$ cat src/rtl/block_xfer_pkg.sv
// Shared types, constants and helpers for the LDM/STM block-transfer sequencer.
package block_xfer_pkg;

    localparam int WORD_BYTES = 4;
    localparam int NREGS      = 16;

    typedef enum logic [1:0] {
        MODE_IA = 2'd0,
        MODE_IB = 2'd1,
        MODE_DA = 2'd2,
        MODE_DB = 2'd3
    } xfer_mode_e;

    typedef enum logic [2:0] {
        IDLE = 3'd0,
        XFER = 3'd1,
        LAST = 3'd2,
        WB   = 3'd3,
        DONE = 3'd4
    } xfer_state_e;

    function automatic logic [4:0] popcount16(input logic [15:0] v);
        logic [4:0] c;
        c = '0;
        for (int i = 0; i < 16; i++) c = c + 5'(v[i]);
        return c;
    endfunction

endpackage

$ cat src/rtl/reg_list_scan.sv
// Combinational scan of the remaining register list: lowest set index and any-set flag.
module reg_list_scan
    import block_xfer_pkg::*;
#(
    parameter int  LIST_W = NREGS,
    localparam int IW     = $clog2(LIST_W)
) (
    input  logic [LIST_W-1:0] list,
    output logic [IW-1:0]     idx,
    output logic              any
);

    // Walking downwards lets the lowest set bit overwrite any higher one.
    always_comb begin
        idx = '0;
        for (int i = LIST_W - 1; i >= 0; i--) begin
            if (list[i]) idx = IW'(i);
        end
    end

    assign any = |list;

endmodule

$ cat src/rtl/block_xfer_seq.sv
// LDM/STM block-transfer sequencer: walks the register list, issues one memory beat
// per register, writes loaded data back to the register file and optionally updates Rn.
module block_xfer_seq #(
    parameter int  WORD_BYTES = block_xfer_pkg::WORD_BYTES,
    parameter int  NREGS      = block_xfer_pkg::NREGS,
    localparam int IW         = $clog2(NREGS)
) (
    input  logic             clk,
    input  logic             rst,
    input  logic             start,
    input  logic [NREGS-1:0] reg_list,
    input  logic [IW-1:0]    rn,
    input  logic [31:0]      base_val,
    input  logic [1:0]       mode,
    input  logic             load,
    input  logic             wback,
    output logic             busy,
    output logic             done,
    output logic             pc_loaded,
    output logic             mem_req,
    output logic             mem_we,
    output logic [31:0]      mem_addr,
    output logic [31:0]      mem_wdata,
    input  logic             mem_ready,
    input  logic [31:0]      mem_rdata,
    output logic [IW-1:0]    rf_rd_addr,
    input  logic [31:0]      rf_rd_data,
    output logic             rf_w_en,
    output logic [IW-1:0]    rf_w_addr,
    output logic [31:0]      rf_w_data
);

    import block_xfer_pkg::*;

    xfer_state_e      state_q, state_d;
    logic [NREGS-1:0] list_q, list_next;
    logic [31:0]      addr_q, wb_val_q;
    logic [IW-1:0]    rn_q;
    logic             load_q, wback_q, pc_bit_q, rn_hit_q;

    logic             pend_q;
    logic [IW-1:0]    pend_addr_q;
    logic [31:0]      pend_data_q;

    logic [IW-1:0]    cur_idx;
    logic             any_left;
    logic             accept, last_beat;

    logic [4:0]       n_regs;
    logic [31:0]      span, start_addr, wb_val;

    reg_list_scan #(.LIST_W(NREGS)) u_scan (
        .list (list_q),
        .idx  (cur_idx),
        .any  (any_left)
    );

    assign accept    = (state_q == XFER) && any_left && mem_ready;
    assign list_next = list_q & ~(NREGS'(1) << cur_idx);
    assign last_beat = accept && (list_next == '0);

    // The block occupies [lowest, lowest+span) and is always walked upwards.
    always_comb begin
        n_regs     = popcount16(reg_list);
        span       = 32'(WORD_BYTES) * 32'(n_regs);
        start_addr = base_val;
        wb_val     = base_val + span;
        case (xfer_mode_e'(mode))
            MODE_IA: start_addr = base_val;
            MODE_IB: start_addr = base_val + 32'(WORD_BYTES);
            MODE_DA: start_addr = base_val - span + 32'(WORD_BYTES);
            MODE_DB: start_addr = base_val - span;
            default: start_addr = base_val;
        endcase
        if (mode[1]) wb_val = base_val - span;
    end

    // NOTE: only control state (FSM, pending-write flag) is reset; datapath
    // registers are always qualified by it, so their reset values never reach a port.
    always_ff @(posedge clk) begin
        if (rst) begin
            state_q <= IDLE;
            pend_q  <= 1'b0;
        end else begin
            // NOTE: non-blocking throughout so every register sees pre-edge values.
            state_q <= state_d;
            pend_q  <= accept && load_q;
            if (state_q == IDLE && start) begin
                list_q   <= reg_list;
                addr_q   <= start_addr;
                wb_val_q <= wb_val;
                rn_q     <= rn;
                load_q   <= load;
                wback_q  <= wback;
                pc_bit_q <= reg_list[NREGS-1];
                rn_hit_q <= reg_list[rn];
            end
            if (accept) begin
                list_q      <= list_next;
                addr_q      <= addr_q + 32'(WORD_BYTES);
                pend_addr_q <= cur_idx;
                pend_data_q <= mem_rdata;
            end
        end
    end

    // NOTE: every output and state_d gets a default first, so no path infers a latch.
    always_comb begin
        state_d    = state_q;
        busy       = 1'b0;
        done       = 1'b0;
        pc_loaded  = 1'b0;
        mem_req    = 1'b0;
        mem_we     = 1'b0;
        mem_addr   = '0;
        mem_wdata  = '0;
        rf_rd_addr = '0;
        rf_w_en    = pend_q;
        rf_w_addr  = pend_q ? pend_addr_q : '0;
        rf_w_data  = pend_q ? pend_data_q : '0;

        case (state_q)
            IDLE: begin
                if (start) state_d = (reg_list != '0) ? XFER : DONE;
            end
            XFER: begin
                busy       = 1'b1;
                mem_req    = any_left;
                mem_we     = ~load_q;
                mem_addr   = addr_q;
                rf_rd_addr = cur_idx;
                mem_wdata  = rf_rd_data;
                if (last_beat) state_d = LAST;
            end
            LAST: begin
                busy    = 1'b1;
                // A loaded Rn must not be overwritten by the writeback value.
                state_d = (wback_q && !(load_q && rn_hit_q)) ? WB : DONE;
            end
            WB: begin
                busy      = 1'b1;
                rf_w_en   = 1'b1;
                rf_w_addr = rn_q;
                rf_w_data = wb_val_q;
                state_d   = DONE;
            end
            DONE: begin
                done      = 1'b1;
                pc_loaded = load_q & pc_bit_q;
                state_d   = IDLE;
            end
            default: state_d = IDLE;
        endcase
    end

endmodule

$ cat config.mk
export PLATFORM = sky130hd
export DESIGN_NAME = block_xfer_seq
export DESIGN_NICKNAME = d
export VERILOG_FILES = /design/src/rtl/block_xfer_pkg.sv /design/src/rtl/reg_list_scan.sv /design/src/rtl/block_xfer_seq.sv
export SDC_FILE = /design/constraint.sdc
export NUM_CORES = 1
export LEC_CHECK = 0
export ABC_CLOCK_PERIOD_IN_PS = 16200
export CORE_MARGIN = 2
export CORE_UTILIZATION = 56
export CTS_CLUSTER_SIZE = 28
export DETAILED_ROUTE_END_ITERATION = 10
export PLACE_DENSITY_LB_ADDON = 0.3
export SYNTH_ARGS = -nofsm -noshare
export SYNTH_HDL_FRONTEND = slang
export SYNTH_SLANG_ARGS = --single-unit
$ cat constraint.sdc
create_clock -name clk -period 16.2 [get_ports clk]
set_clock_uncertainty 0.05 [all_clocks]
set_input_delay 3.24 -clock clk [delete_from_list [all_inputs] [get_ports clk]]
set_output_delay 3.24 -clock clk [all_outputs]
set_load 0.005 [all_outputs]
==> results of run 1 <==
## layout by cell type (no fill, tap or decap), types with 15 or more instances in the layout
| cell type | Yosys | final |
|---|---|---|
| nand2b_1 | 15 | 15 |
| clkdlybuf4s50_1 | 0 | 233 |
| nand3_1 | 80 | 80 |
| xor2_1 | 29 | 29 |
| nor2_1 | 93 | 92 |
| o211ai_1 | 17 | 17 |
| inv_1 | 53 | 53 |
| and2_1 | 79 | 79 |
| edfxtp_1 | 124 | 124 |
| nand2_1 | 159 | 159 |
| ha_1 | 21 | 21 |
| o21ai_0 | 55 | 55 |
| nor4_1 | 26 | 26 |
| xnor2_1 | 69 | 69 |
| nor3_1 | 39 | 39 |
| a21oi_1 | 56 | 56 |
| clkbuf_16 | 0 | 17 |
## per-stage QoR
step | worst slack (ns) | cells
finish | 5.63 | 1676
global route | 5.25 | 1676
CTS | 5.71 | 1676
detailed placement | 5.30 | 1645
global placement | 5.45 | 1645
floorplan | 6.63 | 1246
## worst register-to-register path: stages, from the launching register on
cell,delay (ns)
edfxtp_1,0.48
nor4_1,0.61
nand2_1,0.41
o31a_1,0.39
nand2_1,0.08
buf_4,0.45
nand2_1,0.32
a21oi_1,0.27
or4b_2,0.61
nand3_1,0.10
## per-layer routing
metal | part of all wire [%] | wire (um) | GRT usage (%) | up-vias
li1 | - | - | - | 4870
met1 | 41 | 13600 | 43.7 | 5070
met2 | 49 | 16300 | 54.2 | 475
met3 | 7.6 | 2510 | 5.47 | 62
met4 | 2.3 | 754 | 10.5 | 0
met5 | 0 | 0 | 0 | -
## where the power goes
group	switching [uW]	leakage (uW)	total [uW]	internal (uW)
sequential	16.4	0.00118	420	403
clock	148	0.000280	387	238
combinational	316	0.00334	547	230
total	481	0.00480	1350	872
## layout make-up
class,count,area [um^2],area share [%]
Sequential cell,128,3800,27.9
Multi-Input combinational cell,982,6310,46.3
Tap cell,234,293,2.15
Clock buffer,18,429,3.15
Inverter,55,206,1.52
Clock inverter,13,146,1.07
Timing Repair Buffer,246,2430,17.8
## Yosys cell counts, drive strengths merged (14+ instances only)
cell and instances:
and2 79, clkbuf 70, o21ai 55, nand2b 15, and3 14, nor2 93
xor2 29, nand3 80, edfxtp 124, nand2 159, a21oi 56, inv 53
xnor2 69, ha 21, nor3 39, o211ai 17, nor4 27
## flip-flops by register name, summed over array words and instances (netlist names), 3 cells and up
signal       flops
wb_val_q        32
rn_q             4
state_q          3
addr_q          32
list_q          16
pend_addr_q      4
pend_data_q     32
## cell families after synthesis
logic type	synth area share, %
xor+xnor	8.08
buf+inv	4.90
compound gates	15.8
flops	35.8
simple gates	28.5
mux	2.16
fa+ha+maj	4.74
## how the worst min path moves through the flow
stage | start | end | slack [ns]
after floorplan | load_q$_DFFE_PP_ | pend_q$_SDFF_PP0_ | 0.44
after global placement | load_q$_DFFE_PP_ | pend_q$_SDFF_PP0_ | 0.52
after detailed placement | load_q$_DFFE_PP_ | pend_q$_SDFF_PP0_ | 0.52
after CTS | load_q$_DFFE_PP_ | pend_q$_SDFF_PP0_ | 0.54
after global routing | load_q$_DFFE_PP_ | pend_q$_SDFF_PP0_ | 0.56
final | load_q$_DFFE_PP_ | pend_q$_SDFF_PP0_ | 0.54
==> flow_summary_export.csv, run 1 <==
group,metric,value,unit
clock_network,cts_setup_buffers,0,
clock_network,cts_buffers,17,
worst_setup_path,worstRegToRegCells,9,
grt,track_usage,32.6,%
logic_synthesis,yosysWarnings,0,
logic_synthesis,synth.yosys.seq_area_share,35.8,%
timing,worst_pin_slew,1.26,ns
logic_synthesis,syn-cell-area,10600,um^2
worst_setup_path,critPathSlowestCell,"a211oi_2",
floorplanning,die_area,20100,um^2
grt,grt-ovfl-total,0,
clock_network,htreeDepth,4,
timing,hold_viol,0,
layout,syn2layout_area_growth,28.2,%
worst_setup_path,cpMostUsedCell,"fa_1",
clock_network,cts_root_buffer,"clkbuf_16",
worst_setup_path,cp-startpoint,"reg_list[5]",
worst_setup_path,rr_startpoint,"list_q[3]$_DFFE_PP_",
layout,n_antenna_cell,0,
worst_setup_path,endpoint_kind,"flop",
logic_synthesis,yosysTopAreaCell,"edfxtp_1",
clock_network,post_cts_resize_count,0,
grt,antenna_found_initial,0,
clock_network,clkTransAtPathRegs,0.06,ns
power_and_ir_drop,post-layout-total-power,1350,uW
detailed_routing,wl_per_cell,19.8,um
logic_synthesis,async_reset_ff_share,0,%
timing,setup_tns,0,ns
floorplanning,pin_count,234,
timing,finalMaxSlewViolations,0,
detailed_routing,drc_errors,0,
layout,num-nets-final,1587,
floorplanning,start_util,57.0,%
grt,grt_max_degree,54,
logic_synthesis,synth_area_leaders,"edfxtp_1, xnor2_1, nand2_1",
timing,setup_viol_count_final,0,
worst_setup_path,worstPathArrival,10.69,ns
timing,fin_crit_sh,65.2,%
power_and_ir_drop,peakVddDrop,0.120,mV
grt,grt_pass1_vias,9638,
place,dpl_cell_area,13000,um^2
detailed_routing,drtPass1Iterations,5,
floorplanning,rows,50,
hold_path,hold_class,"reg -> reg",
timing,holdWs,0.539,ns
timing,fmax,0.0946,GHz
worst_setup_path,reg2reg_setup_slack,12.30,ns
detailed_routing,viasPerCell,6.25,
clock_network,hold_buffers,0,
logic_synthesis,synthFlopType,"edfxtp_1",
worst_setup_path,critical_path.endpoint,"addr_q[30]$_DFFE_PP_",
power_and_ir_drop,p_leak,0.00480,uW
floorplanning,die_w,142,um
worst_setup_path,regToRegEndpoint,"addr_q[25]$_DFFE_PP_",
worst_setup_path,worstPathMaxFanout,14,
place,hpwl,24.6,mm
run_status,status,"finished clean",
logic_synthesis,postSynthCellCount,1246,
clock_network,cts_tree,"done",
clock_network,cts_max_path_buffers,2,
detailed_routing,wl,33.2,mm
timing,rsz0062_at_grt,"false",
worst_setup_path,crit_required,16.32,ns
worst_setup_path,cp_num_cells,20,
floorplanning,core_area,18600,um^2
logic_synthesis,yosys.area.top_type_share,35.1,%
layout,drive_above_1_share,5.55,%
worst_setup_path,crit_path_cell_trace,"clkdlybuf4s50_1 > inv_1 > fa_1 > fa_1 > fa_1 > fa_1 > inv_1 > ha_1 > fa_1 > xor2_1 > ha_1 > nand2b_1 > a211oi_2 > o21ai_0 > a222oi_1 > nand4_2 > or4_4 > a2111oi_4 > xnor2_1 > o31ai_2",
detailed_routing,ant_nets,0,
logic_synthesis,syn_nets,1403,
logic_synthesis,ys_ff_latch,128,
layout,design_area,13600,um^2
worst_setup_path,max_stage_delay,0.76,ns
timing,layout_min_cycle_time,10.57,ns
worst_setup_path,path_class,"in -> reg",
job,drv_cap,0,
timing,slew-limit-headroom,14.0,%
worst_setup_path,cp_num_buf_inv,3,
detailed_routing,drtIter0Drc,995,
worst_setup_path,critPathTopFamily,"adder cells",
place,gp_routability_congestion,0.971,
hold_path,worstHoldPathCells,1,
detailed_routing,vias,10500,
power_and_ir_drop,cellPowerDensity,99.3,nW/um^2
clock_network,clk_latency,0.43,ns
logic_synthesis,syn_avg_cell_area,8.52,um^2
logic_synthesis,ys_types,80,
place,portBuffers,233,
floorplanning,dieHeight,142,um
layout,final_util,73.1,%
layout,n_fill_cell,1455,
grt,grt_pass1_wl,51.3,mm
logic_synthesis,synth_edf_count,124,
worst_setup_path,worst_setup_path_start_kind,"input port",
clock_network,cts_sinks,128,
(Power assumes the default switching activity.)
==> inputs of run 2 (changes only) <==
--- a/config.mk
+++ b/config.mk
@@ -5,9 +5,9 @@
 export SDC_FILE = /design/constraint.sdc
 export NUM_CORES = 1
 export LEC_CHECK = 0
-export ABC_CLOCK_PERIOD_IN_PS = 16200
+export ABC_CLOCK_PERIOD_IN_PS = 9700
 export CORE_MARGIN = 2
-export CORE_UTILIZATION = 56
+export CORE_UTILIZATION = 47
 export CTS_CLUSTER_SIZE = 28
 export DETAILED_ROUTE_END_ITERATION = 10
 export PLACE_DENSITY_LB_ADDON = 0.3
==> constraint.sdc (replaced) <==
create_clock -name clk -period 9.7 [get_ports clk]
set_clock_uncertainty 0.05 [all_clocks]
set_input_delay 1.94 -clock clk [delete_from_list [all_inputs] [get_ports clk]]
set_output_delay 1.94 -clock clk [all_outputs]
set_load 0.005 [all_outputs]
==> flow_summary_export.csv, run 2 (synthesis gave the netlist of run 1 again) <==
group,metric,value,unit
layout,num-nets-final,1592,
worst_setup_path,endpoint_kind,"flop",
floorplanning,pin_count,234,
detailed_routing,drc_errors,0,
layout,final_common_cell,"clkdlybuf4s50_1",
clock_network,post_cts_resize_count,0,
clock_network,hold_buffers,0,
timing,layout_min_cycle_time,8.79,ns
layout,syn2layout_area_growth,29.3,%
timing,hold_viol,0,
floorplanning,core_area,22400,um^2
grt,grt_pass1_wl,51.2,mm
detailed_routing,wl_per_cell,19.0,um
worst_setup_path,regToRegEndpoint,"list_q[9]$_DFFE_PP_",
timing,worst_pin_slew,1.12,ns
detailed_routing,drtIter0Drc,887,
hold_path,hold_class,"reg -> reg",
floorplanning,die_area,23800,um^2
clock_network,htreeDepth,4,
floorplanning,start_util,47.3,%
detailed_routing,drtPass1Iterations,6,
clock_network,clkTransAtPathRegs,0.06,ns
layout,design_area,13700,um^2
power_and_ir_drop,post-layout-total-power,2270,uW
detailed_routing,ant_nets,0,
clock_network,cts_sinks,128,
timing,setup_viol_count_final,0,
place,dpl_cell_area,13100,um^2
worst_setup_path,worstPathArrival,8.91,ns
worst_setup_path,rr_startpoint,"state_q[2]$_SDFFE_PP0P_",
layout,layout_common_cells,"clkdlybuf4s50_1, nand2_1, edfxtp_1",
place,gp_routability_congestion,0.940,
job,drv_cap,0,
run_status,status,"finished clean",
place,hpwl,24.5,mm
worst_setup_path,crit_required,9.82,ns
grt,grt-ovfl-total,0,
layout,drive_above_1_share,6.01,%
clock_network,cts_setup_buffers,0,
power_and_ir_drop,peakVddDrop,0.167,mV
timing,fmax,0.114,GHz
clock_network,cts_max_path_buffers,2,
floorplanning,dieHeight,154,um
layout,n_fill_cell,1985,
timing,finalMaxSlewViolations,0,
clock_network,cts_root_buffer,"clkbuf_16",
detailed_routing,wl,32.9,mm
grt,grt_max_degree,54,
power_and_ir_drop,cellPowerDensity,165,nW/um^2
grt,antenna_found_initial,0,
worst_setup_path,worst_setup_path_start_kind,"input port",
clock_network,cts_tree,"done",
grt,track_usage,27.2,%
worst_setup_path,path_class,"in -> reg",
hold_path,worstHoldPathCells,1,
worst_setup_path,worstPathMaxFanout,11,
detailed_routing,vias,10200,
detailed_routing,viasPerCell,5.92,
worst_setup_path,worstRegToRegCells,7,
grt,grt_pass1_vias,9770,
hold_path,hp-start,"load_q$_DFFE_PP_",
floorplanning,die_w,154,um
timing,slew-limit-headroom,25.2,%
timing,fin_crit_sh,90.6,%
timing,rsz0062_at_grt,"false",
layout,largestRegisters,"addr_q (32), pend_data_q (32), wb_val_q (32)",
layout,n_antenna_cell,0,
timing,setup_tns,0,ns
hold_path,hold_end,"pend_q$_SDFF_PP0_",
worst_setup_path,reg2reg_setup_slack,5.52,ns
power_and_ir_drop,p_leak,0.00483,uW
clock_network,cts_buffers,17,
place,portBuffers,233,
clock_network,clk_latency,0.43,ns
floorplanning,rows,55,
run 2: area by class of cell:
type | instances | area, um^2 | share of cell area [%]
multi-input cells | 982 | 6310 | 45.9
flip-flops and latches | 128 | 3800 | 27.7
repair buffers | 251 | 2470 | 18.0
clock buffers | 17 | 425 | 3.10
well taps | 285 | 357 | 2.60
inverters | 55 | 206 | 1.50
clock inverters | 14 | 168 | 1.22
run 2: worst max-delay path: stages:
cell	delay, ns
clkdlybuf4s50_1	0.49
inv_1	0.09
fa_1	0.58
fa_1	0.45
fa_1	0.43
fa_1	0.54
inv_1	0.08
ha_1	0.29
a21o_1	0.18
a21oi_1	0.17
xnor2_1	0.13
ha_1	0.43
nor2b_1	0.28
a211oi_2	0.11
buf_4	0.19
or4_1	0.54
a222oi_1	0.30
buf_4	0.20
nand4_2	0.23
or4_4	0.66
a2111oi_4	0.35
xnor2_1	0.17
o31ai_2	0.08
run 2: routing by layer:
| metal | global-route usage, % | routed length [um] | vias up |
|---|---|---|---|
| li1 | - | - | 4876 |
| met4 | 7.05 | 545 | 0 |
| met3 | 4.43 | 1960 | 40 |
| met2 | 47.0 | 16300 | 386 |
| met1 | 35.7 | 14100 | 4945 |
| met5 | 0 | 0 | - |
run 2: worst max path at each step:
stage | slack [ns] | from | endpoint | depth (start not counted)
finish | 0.91 | reg_list[0] | addr_q[30]$_DFFE_PP_ | 23
global route | 0.55 | reg_list[5] | addr_q[30]$_DFFE_PP_ | 23
CTS | 0.94 | reg_list[0] | addr_q[30]$_DFFE_PP_ | 22
detailed placement | 0.51 | reg_list[5] | addr_q[30]$_DFFE_PP_ | 22
global placement | 0.61 | reg_list[0] | addr_q[30]$_DFFE_PP_ | 22
floorplan | 1.43 | reg_list[0] | addr_q[30]$_DFFE_PP_ | 21
run 2: stage by stage:
| stage | utilization, % | hold WS (ns) | setup WS (ns) | cells |
|---|---|---|---|---|
| after detailed placement | 58.6 | 0.511 | 0.509 | 1701 |
| after global routing | 61.2 | 0.555 | 0.545 | 1732 |
| final | 61.2 | 0.523 | 0.910 | 1732 |
| after global placement | 58.6 | 0.492 | 0.610 | 1701 |
| after floorplan | - | 0.440 | 1.43 | 1246 |
| after CTS | 61.2 | 0.528 | 0.941 | 1732 |
run 2: power by group:
group	internal [uW]	leakage (uW)	switching, uW
Combinational	387	0.00336	523
Clock	402	0.000286	260
Sequential	673	0.00118	27.2
Total	1460	0.00483	811
==> inputs of run 3 (changes only) <==
--- a/config.mk
+++ b/config.mk
@@ -5,12 +5,13 @@
 export SDC_FILE = /design/constraint.sdc
 export NUM_CORES = 1
 export LEC_CHECK = 0
-export ABC_CLOCK_PERIOD_IN_PS = 9700
+export ABC_CLOCK_PERIOD_IN_PS = 8400
 export CORE_MARGIN = 2
-export CORE_UTILIZATION = 47
+export CORE_UTILIZATION = 52
 export CTS_CLUSTER_SIZE = 28
 export DETAILED_ROUTE_END_ITERATION = 10
 export PLACE_DENSITY_LB_ADDON = 0.3
+export SLEW_MARGIN = 10
 export SYNTH_ARGS = -nofsm -noshare
 export SYNTH_HDL_FRONTEND = slang
 export SYNTH_SLANG_ARGS = --single-unit
==> constraint.sdc (replaced) <==
create_clock -name clk -period 8.4 [get_ports clk]
set_clock_uncertainty 0.05 [all_clocks]
set_input_delay 1.68 -clock clk [delete_from_list [all_inputs] [get_ports clk]]
set_output_delay 1.68 -clock clk [all_outputs]
set_load 0.005 [all_outputs]
==> flow_summary_export.csv, run 3 (synthesis gave the netlist of run 1 again) <==
group,metric,value,unit
clock_network,cts_max_path_buffers,2,
timing,holdWs,0.558,ns
layout,syn2layout_area_growth,33.9,%
clock_network,clkTransAtPathRegs,0.06,ns
worst_setup_path,crit_path_cell_trace,"clkdlybuf4s50_1 > inv_1 > fa_1 > fa_1 > fa_1 > fa_1 > inv_1 > ha_1 > fa_1 > a21o_1 > and2_1 > ha_1 > nor2_1 > o311a_4 > or4b_4 > a222oi_1 > buf_4 > nand4_2 > or4_4 > a2111oi_4 > xnor2_1 > o31ai_2",
power_and_ir_drop,cellPowerDensity,198,nW/um^2
place,hpwl,25.2,mm
worst_setup_path,cpMostUsedCell,"fa_1",
grt,track_usage,30.9,%
worst_setup_path,path_class,"in -> reg",
floorplanning,dieHeight,147,um
clock_network,cts_root_buffer,"clkbuf_16",
clock_network,cts_setup_buffers,0,
layout,final_util,70.5,%
timing,fin_crit_sh,97.6,%
place,gp_routability_congestion,0.948,
floorplanning,pin_count,234,
timing,setup_tns,0,ns
clock_network,post_cts_resize_count,0,
floorplanning,core_area,20200,um^2
clock_network,clk_latency,0.42,ns
timing,setup_viol_count_final,0,
detailed_routing,wl,33.6,mm
grt,grt-ovfl-total,0,
worst_setup_path,worstPathMaxFanout,6,
layout,final_common_cell,"clkdlybuf4s50_1",
worst_setup_path,worst_setup_path_start_kind,"input port",
detailed_routing,vias,10500,
grt,antenna_found_initial,0,
clock_network,cts_buffers,17,
detailed_routing,drtPass1Iterations,6,
layout,drive_above_1_share,10.1,%
place,portBuffers,233,
timing,fmax,0.122,GHz
layout,final_cells,1780,
timing,slew-limit-headroom,20.5,%
grt,grt_pass1_wl,53.3,mm
timing,layout_min_cycle_time,8.20,ns
worst_setup_path,max_stage_delay,0.63,ns
layout,num-nets-final,1654,
worst_setup_path,crit_required,8.51,ns
clock_network,cts_tree,"done",
detailed_routing,drtIter0Drc,949,
clock_network,hold_buffers,0,
hold_path,hold_class,"reg -> reg",
run_status,status,"finished clean",
timing,worst_pin_slew,1.19,ns
detailed_routing,ant_nets,0,
detailed_routing,viasPerCell,5.92,
layout,largestRegisters,"addr_q (32), pend_data_q (32), wb_val_q (32)",
layout,n_antenna_cell,0,
timing,hold_viol,0,
detailed_routing,wl_per_cell,18.9,um
worst_setup_path,endpoint_kind,"flop",
grt,grt_max_degree,67,
floorplanning,die_area,21600,um^2
detailed_routing,drc_errors,0,
grt,grt_pass1_vias,10200,
worst_setup_path,critPathSlowestCell,"or4_4",
floorplanning,start_util,52.7,%
worst_setup_path,reg2reg_setup_slack,4.49,ns
place,placed_cells,1748,
floorplanning,die_w,147,um
clock_network,cts_sinks,128,
clock_network,htreeDepth,4,
layout,layout_common_cells,"clkdlybuf4s50_1, nand2_1, edfxtp_1",
floorplanning,rows,52,
power_and_ir_drop,p_leak,0.00515,uW
timing,finalMaxSlewViolations,0,
job,drv_cap,0,
power_and_ir_drop,peakVddDrop,0.436,mV
worst_setup_path,worstPathArrival,8.31,ns
power_and_ir_drop,post-layout-total-power,2820,uW
## run 3: where the power goes
| part | switching (uW) | total (uW) | internal [uW] |
|---|---|---|---|
| clock network | 299 | 795 | 497 |
| registers | 30.9 | 808 | 777 |
| logic | 643 | 1220 | 573 |
| total | 973 | 2820 | 1850 |
## run 3: worst paths after layout
| check | from | cells after the start | endpoint |
|---|---|---|---|
| min reg2reg | load_q$_DFFE_PP_ | 1 | pend_q$_SDFF_PP0_ |
| max reg2reg | list_q[3]$_DFFE_PP_ | 9 | addr_q[25]$_DFFE_PP_ |
| max | reg_list[0] | 22 | addr_q[30]$_DFFE_PP_ |
| min | load_q$_DFFE_PP_ | 1 | pend_q$_SDFF_PP0_ |
## run 3: layout make-up
class / instances / area [um^2]
fillers: 1609 / 5940
flip-flops and latches: 128 / 3800
multi-input cells: 982 / 6330
clock inverters: 14 / 190
repair buffers: 313 / 2930
inverters: 55 / 206
well taps: 270 / 338
clock buffers: 18 / 429
## run 3: through the flow
stage / instance area [um^2] / setup slack, ns
final: 14200 / 0.203
after global routing: 14200 / -0.0000107
after CTS: 14200 / 0.302
after detailed placement: 13600 / -0.136
after global placement: 13600 / -0.0797
after floorplan: 10600 / 0.394
## run 3: worst max-delay path: cells and delay by family
kind                       cells  cell delay [ns]
buffers and inverters          4             0.81
xor gates and xnor gates       1             0.19
adders and majority gates      7             3.03
and+or+nand+nor                5             1.53
AOI/OAI and AO/OA              5             1.06
## run 3: metal layers
layer / global-route usage [%] / vias up / wire (um)
li1: - / 5014 / -
met3: 4.13 / 62 / 1890
met2: 51.6 / 412 / 16600
met4: 10.7 / 0 / 913
met1: 41.7 / 5056 / 14200
met5: 0 / - / 0
